--- src/rtl/hazard_pkg.sv ---
// Shared sizing defaults and state encoding for the register hazard scoreboard.
package hazard_pkg;

    localparam int NREGS = 16;
    localparam int TAGW  = 4;
    localparam int CNTW  = 2;

    typedef logic [TAGW-1:0] reg_idx_t;

    typedef enum logic [1:0] {
        RUN   = 2'd0,
        DRAIN = 2'd1,
        DONE  = 2'd2
    } sb_state_t;

endpackage

--- src/rtl/sb_counter.sv ---
// Outstanding-write counter for one architectural register: summed inc/dec per cycle,
// clamped at 0 (flagging underflow) and at its maximum.
module sb_counter #(
    parameter int CNTW = 2
) (
    input  logic            clk,
    input  logic            rst,
    input  logic            inc,
    input  logic            dec_a,
    input  logic            dec_b,
    output logic [CNTW-1:0] cnt,
    output logic            nz,
    output logic            at_max,
    output logic            underflow
);
    import hazard_pkg::*;

    localparam int SW = CNTW + 2;
    localparam logic [CNTW-1:0] MAXV = '1;

    logic [CNTW-1:0]       r_cnt;
    logic                  r_nz;
    logic signed [SW-1:0]  w_sum;
    logic [CNTW-1:0]       w_next;

    // Net change is signed so a simultaneous inc/dec cancels before any clamping.
    always_comb begin
        w_sum = $signed({2'b00, r_cnt}) + $signed(SW'(inc))
              - $signed(SW'(dec_a)) - $signed(SW'(dec_b));
        if (w_sum < 0)
            w_next = '0;
        else if (w_sum > $signed(SW'(MAXV)))
            w_next = MAXV;
        else
            w_next = w_sum[CNTW-1:0];
    end

    always_ff @(posedge clk) begin
        if (rst) begin
            r_cnt <= '0;
            r_nz  <= 1'b0;
        end else begin
            r_cnt <= w_next;
            r_nz  <= (w_next != '0);
        end
    end

    assign cnt       = r_cnt;
    assign nz        = r_nz;
    assign at_max    = (r_cnt == MAXV);
    assign underflow = (w_sum < 0);

endmodule

--- src/rtl/hazard_scoreboard.sv ---
// Decode-stage hazard scoreboard: counts in-flight writes per register and stalls Decode.
// Optional `SCOREBOARD_FWD_EN adds Execute-forwarding bypass of single-pending sources.
module hazard_scoreboard #(
    parameter int NREGS = 16,
    parameter int TAGW  = 4,
    parameter int CNTW  = 2
) (
    input  logic             clk,
    input  logic             rst,
    input  logic             issue_valid,
    input  logic             issue_we,
    input  logic [TAGW-1:0]  issue_wa3,
    input  logic [TAGW-1:0]  ra1d,
    input  logic [TAGW-1:0]  ra2d,
    input  logic             use1,
    input  logic             use2,
    input  logic             retire_valid,
    input  logic [TAGW-1:0]  retire_wa3,
    input  logic             squash_valid,
    input  logic [TAGW-1:0]  squash_wa3,
    input  logic             drain_req,
`ifdef SCOREBOARD_FWD_EN
    input  logic             exe_fwd_valid,
    input  logic [TAGW-1:0]  exe_fwd_wa3,
`endif
    output logic             stallD,
    output logic [NREGS-1:0] busy,
    output logic             drain_done,
    output logic             err
);
    import hazard_pkg::*;

    logic [CNTW-1:0]  w_cnt [NREGS];
    logic [NREGS-1:0] w_nz;
    logic [NREGS-1:0] w_max;
    logic [NREGS-1:0] w_uf;
    logic             w_pend1;
    logic             w_pend2;
    logic             w_accept;
    sb_state_t        r_state;
    sb_state_t        w_state_next;
    logic             r_err;

    for (genvar i = 0; i < NREGS; i++) begin : g_cnt
        sb_counter #(.CNTW(CNTW)) u_cnt (
            .clk       (clk),
            .rst       (rst),
            .inc       (w_accept && (issue_wa3 == TAGW'(i))),
            .dec_a     (retire_valid && (retire_wa3 == TAGW'(i))),
            .dec_b     (squash_valid && (squash_wa3 == TAGW'(i))),
            .cnt       (w_cnt[i]),
            .nz        (w_nz[i]),
            .at_max    (w_max[i]),
            .underflow (w_uf[i])
        );
    end

    always_comb begin
        w_pend1 = use1 && w_nz[ra1d];
        w_pend2 = use2 && w_nz[ra2d];
`ifdef SCOREBOARD_FWD_EN
        // The single outstanding write is in Execute right now, so it can be bypassed.
        if (exe_fwd_valid && (ra1d == exe_fwd_wa3) && (w_cnt[ra1d] == CNTW'(1)))
            w_pend1 = 1'b0;
        if (exe_fwd_valid && (ra2d == exe_fwd_wa3) && (w_cnt[ra2d] == CNTW'(1)))
            w_pend2 = 1'b0;
`endif
    end

    assign stallD   = w_pend1 || w_pend2 || (issue_we && w_max[issue_wa3]) || (r_state != RUN);
    assign w_accept = issue_valid && issue_we && !stallD;

    always_ff @(posedge clk) begin
        if (rst) begin
            r_state <= RUN;
            r_err   <= 1'b0;
        end else begin
            r_state <= w_state_next;
            r_err   <= r_err || (|w_uf);
        end
    end

    always_comb begin
        w_state_next = r_state;
        case (r_state)
            RUN:     if (drain_req) w_state_next = DRAIN;
            DRAIN:   if ((w_nz == '0) && !w_accept) w_state_next = DONE;
            DONE:    w_state_next = RUN;
            default: w_state_next = RUN;
        endcase
    end

    assign busy       = w_nz;
    assign drain_done = (r_state == DONE);
    assign err        = r_err;

endmodule

--- config.mk ---
export PLATFORM = sky130hd
export DESIGN_NAME = hazard_scoreboard
export DESIGN_NICKNAME = d
export VERILOG_FILES = /design/src/rtl/hazard_pkg.sv /design/src/rtl/sb_counter.sv /design/src/rtl/hazard_scoreboard.sv
export SDC_FILE = /design/constraint.sdc
export NUM_CORES = 1
export LEC_CHECK = 0
export CORE_ASPECT_RATIO = 1.1
export CORE_MARGIN = 2
export CORE_UTILIZATION = 58
export DETAILED_ROUTE_END_ITERATION = 6
export PLACE_DENSITY = 0.8
export SETUP_SLACK_MARGIN = 0.1
export SLEW_MARGIN = 25
export SYNTH_ARGS = -nofsm -noshare
export SYNTH_HDL_FRONTEND = slang
export SYNTH_SLANG_ARGS = --single-unit
--- constraint.sdc ---
create_clock -name clk -period 3.9 [get_ports clk]
set_input_delay 0.39 -clock clk [delete_from_list [all_inputs] [get_ports clk]]
set_output_delay 0.39 -clock clk [all_outputs]
set_load 0.005 [all_outputs]
=== Yosys cells after proc, flatten, opt, wreduce, memory -nomap -nowiden ===
Cells that the tools add are included.

* Flip-flop bits (word level): 51
* Input port bits: 29
* Output and inout bits: 19
* Word-level logic and storage cells: 307

* Add/subtract/negate cells: 48
* Order comparisons: 35
* Eq/ne operators: 65
* Muxes and demuxes: 41
* Reduce and logical (&&, ||, !) cells: 84

{| class="wikitable"
|+ Operator list
! operator !! number
|-
| 4-bit by 2-bit subtractor with 4-bit output || 32
|-
| 4-bit == test, second input constant || 24
|-
| 2-bit 2-to-1 mux || 34
|-
| 4-bit by 3-bit greater-than comparator with 1-bit output, second input constant || 16
|-
| 4-bit by 1-bit < comparator with 1-bit output, second input constant || 16
|-
| 1-bit logical AND || 54
|-
| 2-bit by 1-bit adder with 3-bit output || 16
|-
| 4-bit by 3-bit == test with 1-bit output, second input constant || 12
|-
| 2-bit == test, second input constant || 17
|-
| 2-bit nonzero test || 17
|-
| 4-bit by 2-bit == test with 1-bit output, second input constant || 6
|-
| 16-bit logical NOT || 1
|-
| 16-bit OR reduction || 1
|-
| 4-bit by 5-bit < comparator with 1-bit output, second input constant || 3
|-
| 1-bit binary-select mux with 4-bit select || 3
|-
| 4-bit by 1-bit == test with 1-bit output, second input constant || 3
|-
| 4-bit logical NOT || 3
|-
| 1-bit logical OR || 4
|-
| 2-bit inequality test, second input constant || 2
|-
| 2-bit one-hot mux with 2 select lines || 1
|-
| 1-bit 2-to-1 mux || 3
|-
| 2-bit by 1-bit == test with 1-bit output, second input constant || 1
|-
| 1-bit logical NOT || 2
|-
| 2-bit logical NOT || 1
|-
| 2-bit AND reduction || 1
|}

=== Logic depth before layout (Yosys ltp) ===
Gate-level depths: netlist (run 1).

* Depth in word-level cells: 16
* Mapped depth: 16

=== Modules after synthesis ===
Synthesis (run 1) repeated with hierarchy kept, for this count alone.

* Cells, all modules: 521
* Area total of the unflattened synthesis: 4565.6 µm²

{| class="wikitable"
|+ By module, submodules not included
! module !! times used !! cells each !! area an instance (µm²)
|-
| sb_counter (g_cnt[12].u_cnt ...) || 13 || 22 || 210.2
|-
| hazard_scoreboard || 1 || 172 || 1236.2
|-
| sb_counter (g_cnt[0].u_cnt ...) || 3 || 21 || 198.9
|}

=== Worst setup path after synthesis (run 1) ===
OpenSTA, ideal clock, no wires.

* Path type: input -> register
* From: in ra2d[1]
* To: reg g_cnt[8].u_cnt.r_nz
* Setup time: 123 ps
* Arrival time: 3116 ps
* Required time: 3777 ps
* Setup slack: 660 ps
* Stages on the path: 11
* Buffers on the path: 2
* Cells stage by stage: buf_6 > mux4_2 > o211ai_2 > nand3_2 > buf_6 > nor4_2 > ha_1 > fa_1 > fa_1 > nor2b_1 > or2_2

* Cells in the longest elaborated chain, start to end: 16

{| class="wikitable"
|+ RTL lines
! element !! line !! text
|-
| start, declared || hazard_scoreboard.sv:14 || <nowiki>input logic [TAGW-1:0] ra2d,</nowiki>
|-
| 1-bit binary-select mux with 4-bit select * || hazard_scoreboard.sv:60 || <nowiki>w_pend2 = use2 && w_nz[ra2d];</nowiki>
|-
| 1-bit 2-to-1 mux (implied by the code) * || hazard_scoreboard.sv:60 ||
|-
| 1-bit logical AND * || hazard_scoreboard.sv:60 ||
|-
| 1-bit logical OR * (3 in series) || hazard_scoreboard.sv:70 || <nowiki>assign stallD = w_pend1 || w_pend2 || (issue_we && w_max[issue_wa3]) || (r_state != RUN);</nowiki>
|-
| 1-bit logical NOT * || hazard_scoreboard.sv:71 || <nowiki>assign w_accept = issue_valid && issue_we && !stallD;</nowiki>
|-
| 1-bit logical AND * || hazard_scoreboard.sv:71 ||
|-
| 1-bit logical AND * || hazard_scoreboard.sv:48 || <nowiki>.inc (w_accept && (issue_wa3 == TAGW'(i))),</nowiki>
|-
| 2-bit by 1-bit adder with 3-bit output * || sb_counter.sv:28 || <nowiki>w_sum = $signed({2'b00, r_cnt}) + $signed(SW'(inc))</nowiki>
|-
| 4-bit by 2-bit subtractor with 4-bit output * (2 in series) || sb_counter.sv:29 || <nowiki>- $signed(SW'(dec_a)) - $signed(SW'(dec_b));</nowiki>
|-
| 4-bit by 3-bit greater-than comparator with 1-bit output || sb_counter.sv:32 || <nowiki>else if (w_sum > $signed(SW'(MAXV)))</nowiki>
|-
| 2-bit 2-to-1 mux || sb_counter.sv:32 ||
|-
| 2-bit 2-to-1 mux * || sb_counter.sv:30 || <nowiki>if (w_sum < 0)</nowiki>
|-
| via g_cnt[8].u_cnt.w_next[1] || sb_counter.sv:24 || <nowiki>logic [CNTW-1:0] w_next;</nowiki>
|-
| 2-bit nonzero test * || sb_counter.sv:44 || <nowiki>r_nz <= (w_next != '0);</nowiki>
|-
| end signal, assigned || sb_counter.sv:44 ||
|-
| end, declared || sb_counter.sv:22 || <nowiki>logic r_nz;</nowiki>
|}

The timed path passes the listed nets; every way through them passes the cells marked *. The select of a mux whose other input is x is not followed.
A chain may end at the register's enable or synchronous reset.

=== Worst setup path after layout (run 1) ===
* From: in issue_wa3[2]
* To: reg g_cnt[8].u_cnt.r_nz

* Cells in the longest elaborated chain, start to end: 15

{| class="wikitable"
|+ RTL lines
! element !! line !! text
|-
| start, declared || hazard_scoreboard.sv:12 || <nowiki>input logic [TAGW-1:0] issue_wa3,</nowiki>
|-
| 1-bit binary-select mux with 4-bit select || hazard_scoreboard.sv:70 ||
|-
| 1-bit 2-to-1 mux (implied by the code) || hazard_scoreboard.sv:70 ||
|-
| 1-bit logical AND || hazard_scoreboard.sv:70 ||
|-
| 1-bit logical OR (2 in series) || hazard_scoreboard.sv:70 ||
|-
| 1-bit logical NOT || hazard_scoreboard.sv:71 ||
|-
| 1-bit logical AND || hazard_scoreboard.sv:71 ||
|-
| 1-bit logical AND * || hazard_scoreboard.sv:48 ||
|-
| 2-bit by 1-bit adder with 3-bit output * || sb_counter.sv:28 ||
|-
| 4-bit by 2-bit subtractor with 4-bit output * (2 in series) || sb_counter.sv:29 ||
|-
| 4-bit by 3-bit greater-than comparator with 1-bit output || sb_counter.sv:32 ||
|-
| 2-bit 2-to-1 mux || sb_counter.sv:32 ||
|-
| 2-bit 2-to-1 mux * || sb_counter.sv:30 ||
|-
| via g_cnt[8].u_cnt.w_next[1] || sb_counter.sv:24 ||
|-
| 2-bit nonzero test * || sb_counter.sv:44 ||
|}

Marked as above.

==> key figures, run 1 <==
Outcome
  – Outcome: finished clean

Critical path
  – Critical path class: input port to flop
  – Critical Path Start Type: input port
  – CP arrival: 3.90 ns
  – CP max stage cell: clkdlybuf4s50_1
  – Worst setup path startpoint: issue_wa3[2]
  – Reg-to-Reg Start: g_cnt[15].u_cnt.nz
  – CP Buf/Inv Count: 3
  – Worst Path Required: 4.10 ns
  – CP dominant cell by count: fa_1
  – CP cell instances: clkdlybuf4s50_1 -> buf_12 -> a21boi_0 -> a221oi_1 -> o2bb2ai_2 -> a211oi_4 -> buf_4 -> nor4_2 -> ha_1 -> fa_1 -> fa_1 -> nor2b_1 -> or2_2
  – Crit. End Element: flop
  – Critical path fanouts, max: 16
  – Slowest stage delay, CP: 0.50 ns
  – Critical path's top delay family: adder cells

Synthesis
  – Number of synthesized flops with an enable pin: 0
  – Syn Inst Count: 499
  – Synth warn: 0
  – Sequential share of the synthesized area: 23.3%
  – Syn nets: 608
  – Primary FF master, synth: dfxtp_1
  – Synth cell types: 46
  – Synthesized flop and latch total: 51
  – Mapped cell area: 4380 um^2
  – Syn_area_per_cell: 8.78 um^2
  – Synth async-reset ratio: 0%

STA
  – Count of final setup violators: 0
  – Max-slew violation count: 0
  – Fmax achieved: 270 MHz
  – Hold Fails Final Rpt: 0
  – Fin crit share: 95.0%
  – RSZ-0062 raised after global routing: true
  – Fin crit period: 3.70 ns
  – Relative slew margins: 32.1%
  – Clock skew: 0.0110 ns
  – Final worst slack: 0.196 ns
  – Worst Tran Pin Value: 1.02 ns

Worst hold path
  – Type of the worst min-delay path: flop to flop
  – Worst hold start: err

Clock network
  – H-tree depth: 2
  – CTS tree: done
  – Clk_lat worst skew: 0.31 ns
  – Root buffer cell: clkbuf_8
  – CTS buffer count: 5
  – CTS Buffer Depth: 2
  – Clock transition at path regs: 0.10 ns
  – Clock sink count: 51
  – CTS Hold Bufs: 0

Placed design
  – Placer congestion estimate: 0.958
  – Pre-CTS WS: -0.237 ns
  – PortBufs: 47
  – Area after DPL: 5100 um^2
  – Post-DP HPWL: 9.31 mm

Floorplanning
  – # rows: 33
  – Core area: 7390 um^2
  – Chip width: 86.9 um
  – Die Ht: 95.2 um
  – Die Footprint: 8270 um^2
  – Num ports: 48
  – Initial Util: 59.3%

GRT
  – Tot GR Track Use: 28.8%
  – Pin count of the biggest net entering global routing: 24
  – Initial antenna violation count: 0
  – Total grt overflow: 0
  – Vias in the first global route: 3941
  – First-pass GRT wire length: 18.3 mm

Drt
  – Via count: 3973
  – Vias per inst: 6.06
  – Routed WL: 11.9 mm
  – DRC Markers: 0
  – Wire per inst: 18.2 um
  – Final antenna-violating net count: 0
  – Initial DRC count: 426
  – Initial DRT Pass Iterations: 5

Cells and area
  – Most frequent cells in the layout: nand2_1, nor2_1, dfxtp_1
  – Nets: 677
  – Fill count: 537
  – P&R area growth vs syn: 24.1%
  – N_diodes: 0
  – Fraction of layout cells with a size suffix above 1: 19.2%
  – Design area: 5440 um^2
  – Leading cell type in the layout, fill and taps excluded: nand2_1

Power and ir drop
  – Leakage: 2.39 nW
  – Cell Pwr Density: 252 nW/um^2
  – Worst VDD drop: 0.216 mV

Run
  – Max-Cap Viols: 0
area by class of cell:
cell class              count  area [um^2]  share of cell area, %
clock buffers               6         82.6                   1.52
clock inverters             2         35.0                  0.644
inverters                  35          131                   2.42
multi-input cells         383         3190                   58.7
flip-flops and latches     51         1020                   18.8
well taps                  87          109                   2.00
repair buffers             92          867                   15.9
flip-flops by register name, indices dropped and copies added (netlist names):
name	count
err	1
g_cnt.u_cnt.cnt	32
g_cnt.u_cnt.nz	16
r_state	2
synth_stat cells (13+ instances only):
cell type,number,area share (%)
a21oi_1,15,1.7
buf_4,18,3.1
dfxtp_1,51,23
fa_1,32,15
ha_1,48,14
inv_1,35,3.0
nand2_1,54,4.6
nand3_1,24,2.7
nor2_1,53,4.5
nor2b_1,23,3.3
nor3_1,33,3.8
nor4_1,13,1.9
cells by family after synthesis:
logic type	Yosys count	synth area share (%)
compound gates	33	5.17
xor+xnor	3	0.600
fa+ha+maj	80	28.3
buf+inv	65	7.56
flops	51	23.3
mux	13	4.48
simple gates	254	30.6
path summary, 6_finish.rpt:
check	end	slack (ns)	depth (start not counted)
worst max-delay path	g_cnt[8].u_cnt.nz	0.20	13
worst min-delay path	err	0.53	2
worst min register to register	err	0.53	2
worst max register to register	g_cnt[8].u_cnt.nz	0.33	10
power breakdown:
group | switching, mW | internal, mW
Clock | 0.182 | 0.208
Combinational | 0.200 | 0.196
Sequential | 0.0324 | 0.551
Total | 0.415 | 0.956
tightest hold or removal path, stage by stage (launching register included):
cell and delay, ns:
dfxtp_1 0.36, nor3_1 0.07, nor2_1 0.07
metal layers:
layer | vias up | GRT usage, % | share of wire (%)
li1 | 1815 | - | -
met1 | 1881 | 36.1 | 38
met2 | 226 | 49.7 | 50
met3 | 51 | 2.77 | 7.5
met4 | 0 | 13.4 | 4.0
met5 | - | 0 | 0
timing repair:
| action | CTS | global route |
|---|---|---|
| gates resized for setup | 1 | 34 |
| endpoints found under the setup margin | 1 | 29 |
| endpoints found under the hold margin | 0 | 0 |
| pin swaps | 0 | 9 |
| cloned | 0 | 1 |
| setup buffers | 0 | 3 |
per-stage QoR:
step                hold WS (ns)  utilization [%]  instances  TNS, ns  power [mW]
floorplan                  0.455                -        499        0       0.790
global placement           0.480             69.0        644   -0.635       0.923
detailed placement         0.487             69.0        644    -3.11       0.936
CTS                        0.501             70.7        652        0        1.32
global route               0.542             73.6        656        0        1.42
finish                     0.528             73.6        656        0        1.37
(Power assumes the default switching activity.)
==> inputs of run 2 (changes only) <==
- CORE_UTILIZATION: 58 -> 69
- DONT_BUFFER_PORTS: not set -> 1
- PLACE_DENSITY: 0.8 -> 0.83
- clock period: 3.9 -> 4.29 ns (I/O delays scaled with it)
==> run 2 against run 1 <==
  * Critical path depth shrank 2
  * Global-route usage grew 1.2 points
  * Register-to-register slack gained 0.17 ns
  * Routed wire length shrank 16%
  * Combinational power shrank 50%
  * Largest power group unchanged
  * Highest routed layer unchanged
==> key figures, run 2 (synthesized netlist as in run 1, its figures left out) <==
Drt
  – Wire per inst: 17.9 um
  – Final antenna-violating net count: 0
  – DRC Markers: 0
  – Initial DRC count: 221
  – Via count: 3505
  – Routed WL: 10.0 mm
  – Initial DRT Pass Iterations: 5
  – Vias per inst: 6.28

GRT
  – Vias in the first global route: 3570
  – Pin count of the biggest net entering global routing: 36
  – First-pass GRT wire length: 16.1 mm
  – Tot GR Track Use: 30.0%
  – Initial antenna violation count: 0
  – Total grt overflow: 0

Power and ir drop
  – Worst VDD drop: 0.175 mV
  – Pint: 0.698 mW
  – Leakage: 1.93 nW
  – Cell Pwr Density: 230 nW/um^2
  – Combinational share of power: 19.7%
  – Net Sw Frac: 30.8%
  – Clk pwr share: 27.5%
  – Reg power frac: 52.8%
  – Sw Pwr: 0.310 mW

Clock network
  – Post-CTS Setup Bufs: 0
  – CTS tree: done
  – CTS Buffer Depth: 2
  – H-tree depth: 2
  – Clk_lat worst skew: 0.31 ns
  – Clock transition at path regs: 0.09 ns
  – Root buffer cell: clkbuf_8
  – Clock sink count: 51
  – CTS buffer count: 5
  – CTS Hold Bufs: 0
  – Post-CTS Resized: 0

Cells and area
  – N_diodes: 0
  – Final non-filler cell total: 558
  – Leading cell type in the layout, fill and taps excluded: nand2_1
  – Most frequent cells in the layout: nand2_1, nor2_1, dfxtp_1
  – Fin util: 71.1%
  – Max reg flops: 32
  – Fraction of layout cells with a size suffix above 1: 8.16%
  – P&R area growth vs syn: -0.143%
  – Nets: 586

Floorplanning
  – Core area: 6160 um^2
  – Die Footprint: 7010 um^2
  – Num ports: 48
  – # rows: 30
  – Chip width: 80.0 um
  – Die Ht: 87.6 um
  – Initial Util: 71.2%

STA
  – Max-slew violation count: 0
  – Fin crit period: 3.79 ns
  – RSZ-0062 raised after global routing: false
  – Fin crit share: 88.3%
  – Hold Fails Final Rpt: 0
  – Setup tns final: 0 ns
  – Clock skew: 0.00631 ns
  – Relative slew margins: 28.4%
  – Hold WS: 0.186 ns
  – Fmax achieved: 264 MHz
  – Worst Tran Pin Value: 1.07 ns
  – Count of final setup violators: 0

Critical path
  – Critical Path Start Type: flop
  – Critical path class: flop to flop
  – Worst Path Required: 4.50 ns
  – Critical path fanouts, max: 17
  – CP arrival: 4.00 ns
  – Crit. End Element: flop

Run
  – Max-Cap Viols: 0

Placed design
  – # placed instances: 550
  – Placer congestion estimate: 0.864
  – Post-DP HPWL: 7.97 mm
  – PortBufs: 0

Worst hold path
  – Type of the worst min-delay path: input port to flop

Outcome
  – Outcome: finished clean
-- run 2: cell types whose count changed in the layout (fill, tap and decap cells not counted), sizes merged --
cell / previous run / this run
dlymetal6s2s: 2 / 0
buf: 44 / 1
clkdlybuf4s50: 45 / 0
bufinv: 1 / 0
-- run 2: worst max-delay path, cell delays in order (launching register included) --
cell and delay (ns):
dfxtp_1 0.42, mux4_2 0.49, a211oi_2 0.25, nand3_2 0.43, nor4_1 0.49, ha_1 0.28
ha_1 0.20, nor3_1 0.08, nor4_1 0.52, nand4_1 0.25, nor3_1 0.21, nor2_1 0.07
-- run 2: through the flow --
| step | instance area, um^2 | power (mW) | setup slack, ns |
|---|---|---|---|
| floorplan | 4380 | 0.719 | 1.01 |
| global placement | 4300 | 0.730 | 0.638 |
| detailed placement | 4300 | 0.738 | 0.559 |
| CTS | 4380 | 1.01 | 0.568 |
| global route | 4380 | 1.06 | 0.350 |
| finish | 4380 | 1.01 | 0.500 |
-- run 2: metal layers --
layer / wire length, um / global-route usage [%] / up-vias
met3: 929 / 7.53 / 23
met4: 236 / 10.9 / 0
li1: - / - / 1638
met2: 4860 / 52.5 / 164
met5: 0 / 0 / -
met1: 3980 / 35.7 / 1680
-- run 2: area by class of cell --
type / instances / area [um^2]
Clock inverter: 1 / 5.00
Tap cell: 80 / 100
Timing Repair Buffer: 1 / 7.51
Clock buffer: 7 / 76.3
Fill cell: 519 / 1780
Inverter: 35 / 131
Sequential cell: 51 / 1020
Multi-Input combinational cell: 383 / 3040
-- run 2: final timing paths --
path	start	endpoint	slack, ns	depth (start not counted)
hold / removal	rst	err	0.19	1
setup reg to reg	g_cnt[13].u_cnt.nz	err	0.50	11
hold reg to reg	r_state[1]	r_state[1]	0.50	1
setup / recovery	g_cnt[13].u_cnt.nz	err	0.50	11
-- run 2: power by group through the flow --
stage | logic (mW) | clock network, mW | registers, mW
final | 0.198 | 0.277 | 0.533
after global routing | 0.221 | 0.298 | 0.536
after CTS | 0.196 | 0.279 | 0.533
after detailed placement | 0.194 | 0 | 0.544
after global placement | 0.187 | 0 | 0.543
after floorplan | 0.190 | 0 | 0.529
